<file path="src/rtl/cs_sched.sv">
// cs_sched: round-robin scheduler that time-shares one 9-sample CS filter
// datapath between two 8-bit sample streams. Each channel keeps its own
// sliding window and fill count. Results come back after DP_LAT cycles and
// are tagged with their channel.
module cs_sched #(
    parameter int DP_LAT = 1
) (
    input  logic        clk,
    input  logic        reset,
    input  logic [1:0]  s_valid,
    input  logic [7:0]  s_data0,
    input  logic [7:0]  s_data1,
    output logic [1:0]  s_ready,
    input  logic [1:0]  ch_clr,
    output logic        dp_go,
    output logic [71:0] dp_win,
    input  logic [9:0]  dp_y,
    output logic [9:0]  Y,
    output logic        y_valid,
    output logic        y_ch
);

    logic              rr;
    logic [3:0]        cnt     [2];
    logic [71:0]       win     [2];
    logic [3:0]        cnt_nxt [2];
    logic [71:0]       win_nxt [2];
    logic [1:0]        accept;
    logic              issue;
    logic              issue_ch;
    logic              dp_ch;
    logic [DP_LAT-1:0] tag_v;
    logic [DP_LAT-1:0] tag_c;

    // Round-robin grant: a lone requester wins, a tie goes to channel rr
    always_comb begin
        s_ready = '0;
        case (s_valid)
            2'b01:   s_ready = 2'b01;
            2'b10:   s_ready = 2'b10;
            2'b11:   s_ready = rr ? 2'b10 : 2'b01;
            default: s_ready = '0;
        endcase
    end

    assign accept = s_valid & s_ready;

    // Next window and fill count per channel; a flush takes effect before the
    // same-cycle accept, so that accept becomes the first sample of a new fill
    always_comb begin
        for (int unsigned c = 0; c < 2; c++) begin
            logic [3:0] base;
            logic [7:0] data;
            base = ch_clr[c] ? 4'd0 : cnt[c];
            data = (c == 0) ? s_data0 : s_data1;
            cnt_nxt[c] = base;
            win_nxt[c] = win[c];
            if (accept[c]) begin
                cnt_nxt[c] = (base == 4'd9) ? 4'd9 : base + 4'd1;
                win_nxt[c] = {data, win[c][71:8]};
            end
        end
        issue    = (accept[0] && cnt_nxt[0] == 4'd9) ||
                   (accept[1] && cnt_nxt[1] == 4'd9);
        issue_ch = accept[1];
    end

    // Channel state: arbitration pointer, windows and fill counts
    always_ff @(posedge clk or posedge reset) begin
        if (reset) begin
            rr <= 1'b0;
            for (int unsigned c = 0; c < 2; c++) begin
                cnt[c] <= '0;
                win[c] <= '0;
            end
        end else begin
            if (accept[0]) rr <= 1'b1;
            if (accept[1]) rr <= 1'b0;
            for (int unsigned c = 0; c < 2; c++) begin
                cnt[c] <= cnt_nxt[c];
                win[c] <= win_nxt[c];
            end
        end
    end

    // Issue stage: registered request carrying the post-accept window
    always_ff @(posedge clk or posedge reset) begin
        if (reset) begin
            dp_go  <= 1'b0;
            dp_win <= '0;
            dp_ch  <= 1'b0;
        end else begin
            dp_go <= issue;
            if (issue) begin
                dp_win <= issue_ch ? win_nxt[1] : win_nxt[0];
                dp_ch  <= issue_ch;
            end
        end
    end

    // Return stage: tag shift register aligned with the datapath latency
    always_ff @(posedge clk or posedge reset) begin
        if (reset) begin
            tag_v   <= '0;
            tag_c   <= '0;
            Y       <= '0;
            y_valid <= 1'b0;
            y_ch    <= 1'b0;
        end else begin
            tag_v[0] <= dp_go;
            tag_c[0] <= dp_ch;
            for (int unsigned i = 1; i < DP_LAT; i++) begin
                tag_v[i] <= tag_v[i-1];
                tag_c[i] <= tag_c[i-1];
            end
            y_valid <= tag_v[DP_LAT-1];
            if (tag_v[DP_LAT-1]) begin
                Y    <= dp_y;
                y_ch <= tag_c[DP_LAT-1];
            end
        end
    end

endmodule

</file>
<file path="config.mk">
export PLATFORM = sky130hd
export DESIGN_NAME = cs_sched
export DESIGN_NICKNAME = d
export VERILOG_FILES = /design/src/rtl/cs_sched.sv
export SDC_FILE = /design/constraint.sdc
export NUM_CORES = 1
export LEC_CHECK = 0
export CAP_MARGIN = 20
export CORE_ASPECT_RATIO = 0.8
export CORE_UTILIZATION = 61
export DETAILED_ROUTE_END_ITERATION = 7
export PLACE_DENSITY_LB_ADDON = 0.3
export SETUP_SLACK_MARGIN = 0.05
export SLEW_MARGIN = 20
export SYNTH_ARGS = -nofsm -noshare
export SYNTH_HDL_FRONTEND = slang
export SYNTH_SLANG_ARGS = --single-unit
export TNS_END_PERCENT = 30
</file>
<file path="constraint.sdc">
create_clock -name clk -period 17.8 [get_ports clk]
set_input_delay 4.45 -clock clk [delete_from_list [all_inputs] [get_ports clk]]
set_output_delay 4.45 -clock clk [all_outputs]
set_load 0.005 [all_outputs]
</file>
==> run summary <==
The flow ran to the end, and the final reports show no timing, DRC or antenna violations. The run gives 103 as the largest net degree at the start of global routing. The run gives 0.52 ns as the worst-skew pair later-pin latency. The sequential cell area fraction in the yosys report came out at 0.553. The share of the clock period used by the worst path is 0.647. The share of Yosys cell area claimed by the top area cell type was 0.553; the max-slew headroom at the worst pin was 0.219. In this run, the number of DRC markers left after iteration 0 of detailed routing was 507. By area the synthesized netlist is led by dfrtp_1 (55%), mux2_2 (15%), nand2_1 (7.7%), mux2i_1 (7.0%), a22oi_1 (5.1%). Maximum cell stage delay along the critical path: 0.62 ns. Static power due to leakage: 5.95 nW. Setup repair after global routing left no endpoint under its margin. The run gives 0 as the remaining global-route overflow. The die boundary width was 149 um. The kind of cell with the highest combined delay along the critical path is buffers and inverters.

After clock tree synthesis, the clock-pin slew on the worst setup and hold paths is 0.06 ns. Once the clock tree was built, the setup fixing pass inserted 0 buffers. Final-report hold violation count: 0. The core region area came out at 16700 sq um. In this run the worst hold path is classified as flop to flop. The tree built by TritonCTS fans out to 233 sinks.

Counting distinct cell types in the post-synthesis netlist gives 33. Setup violations remaining at the end of the flow were counted as 0. The fraction of synthesized area in multiplexers works out to 0.227. In this run the power density over the cells is 122 nW/um^2. The critical-path maximum fanout works out to 75.

Routability-driven placement finished with a final weighted congestion of 0.745. The synthesized-area fraction occupied by ao, oa, aoi and oai cells was 0.0946; the critical path data arrival time was 7.06 ns. The total routing resource utilization after global routing is 0.274, and the number of enable-type register cells in the synthesized netlist is 0. Among all flip-flop cells after synthesis, the most frequent one is dfrtp_1. Synthesis inferred 233 register bits. TritonCTS built the clock tree. The number of iterations in the first detailed-routing pass was 5; the buffering stage count on the worst path with inverters included was 5.

Hold repair after CTS inserted 0 buffers. Adder and majority cell fraction of the synthesized area: 0. Compared with the post-synthesis result, the final layout area differs by 19.0%.

The logs give 0 for the post-cts gate resize count and 0.0668 mV for the maximum ir drop on the vdd rail. The die covers 17800 sq um. The Yosys warning count was 0.

Layout cell share with drive strength beyond 1: 0.194. The area fraction in and, or, nand and nor cells after synthesis was 0.0871. The number of global-route vias before repair is 7477.

The run gives 0 as the number of maximum-capacitance constraint violations. The initial antenna violation count was 0. After routing the design area is 12600 sq um. The total nets after synthesis came out at 953. By area, the combinational part of the netlist is dominated by multiplexers. In this run the mean area of a mapped cell was 11.4 sq um.

Max-slew violation total from the final report: 0. Once detail routing completed, the nets flagged for antenna violations numbered 0. The tools report the total instance count after detailed placement as 1203. The critical path is of the input port to primary output type.

The detail-routed net length per standard cell was 18.7 um; the via density per instance was 6.00. The clock buffer count from CTS came out at 24. The first global-routing pass estimated 38900 um of wire. The die height is 120 um. Leaving out filler cells and counting taps, the final layout contains 1247. The placed instances occupy a cell area of 11700 sq um. The detailed router placed 7486 vias in this run. Synthesized-area fraction occupied by xor and xnor cells: 0.00249. The post-detailed-placement half-perimeter wirelength was 13600 um. By count the netlist is led by dfrtp_1 (233), nand2_1 (217), mux2_2 (140).

The I/O pin total was 119. The critical path's most frequent cell was buf_4. The longest clock path from root to sink contains 3 buffers.

Summed instance area of the synthesized netlist: 10500 sq um. The worst setup path is launched from an input port. 0 antenna diodes ended up in the layout. The cell type with the largest total area after synthesis was dfrtp_1. The number of nets in the layout is 1041, and the total DRC errors in the routed layout is 0.

The critical path goes through buf_2, buf_4, a21bo_2, buf_4, inv_4, clkdlybuf4s50_1. The cell count after synthesis came out at 921. The worst hold slack is 0.370 ns, and the starting density of the core is 0.631.

The total design power is 1.53 mW. The transition time at the pin with the least slew margin works out to 1.17 ns. For the final routed database, the setup TNS stands at 0 ns. The clock root buffer is clkbuf_16. The number of input and output port buffers inserted works out to 118. The slowest stage of the critical path is the clkdlybuf4s50_1 cell. In the post-synthesis netlist, the cell with the most instances is dfrtp_1. The clock period minus worst slack was 11.51 ns. The share of synthesized flip-flops with an asynchronous set or reset is 1.00, and the achievable frequency is 86.9 MHz. For this block, the routed nets add up to 23300 um of wire. The setup clock skew after layout is 0.0124 ns, and the worst endpoint required time is 13.35 ns. Number of levels in the clock H-tree: 1. STA classifies the critical path endpoint as a primary output. The run gives 42 as the standard-cell row count.
-- cells by family (layout without fill, tap and decap cells) --
group	count (synthesis)	count (layout)
compound gates	156	156
xor+xnor	3	3
buf+inv	72	178
flops	233	233
mux	221	221
simple gates	236	236
-- final cells by class --
class                           instances  area, sq um
Fill cell                            1098         4160
Timing Repair Buffer                  127         1240
Sequential cell                       233         5830
Tap cell                              220          275
Inverter                                7         36.3
Multi-Input combinational cell        616         4350
Clock inverter                          8         71.3
Clock buffer                           36          747
-- worst paths after layout --
check | slack (ns) | start | cells past startpoint | to
setup / recovery | 6.29 | s_valid[0] | 6 | s_ready[0]
hold / removal | 0.37 | dp_go | 0 | tag_v
max in group asynchronous | 11.94 | reset | 3 | cnt[7]
setup reg to reg | 14.42 | rr | 7 | dp_win[24]
hold reg to reg | 0.37 | dp_go | 0 | tag_v
min in group asynchronous | 4.46 | reset | 2 | Y[8]
-- metal layers --
layer  vias up  wire length (um)  share of wire  track usage
li1       3402                 -              -            -
met1      3784             10200           0.44        0.391
met2       260             11300           0.48        0.439
met3        40              1330          0.057       0.0449
met4         0               457          0.020       0.0689
met5         -                 0              0            0
-- per-stage QoR --
step | utilization | setup WS, ns
2_1_floorplan | - | 6.96
3_3_place_gp | 0.702 | 6.33
3_5_place_dp | 0.702 | 6.33
4_1_cts | 0.751 | 6.34
5_1_grt | 0.751 | 6.19
6_report | 0.751 | 6.29
-- sequential cells by signal, indices dropped and copies added, names as in the netlist --
name / cells
rr: 1
tag_v: 1
tag_c: 1
win: 136
dp_win: 72
Y: 10
cnt: 8
dp_ch: 1
dp_go: 1
y_ch: 1
y_valid: 1
-- power by group --
part / switching [mW] / leakage, nW / total, mW / internal, mW
Clock: 0.203 / 0.413 / 0.508 / 0.305
Combinational: 0.133 / 2.50 / 0.269 / 0.136
Sequential: 0.118 / 3.03 / 0.755 / 0.637
-- layout by cell type (no fill, tap or decap), drive strengths merged, types with 3 or more instances in the layout --
master | netlist | layout
clkdlybuf4s50 | 0 | 116
o21ai | 74 | 74
buf | 35 | 11
inv | 7 | 8
dfrtp | 233 | 233
a22oi | 72 | 72
nor2 | 7 | 7
nand2 | 217 | 217
nand3 | 3 | 3
clkinv | 0 | 6
mux2 | 147 | 147
a21oi | 3 | 3
clkbuf | 30 | 36
mux2i | 74 | 74
(Power assumes the default switching activity.)
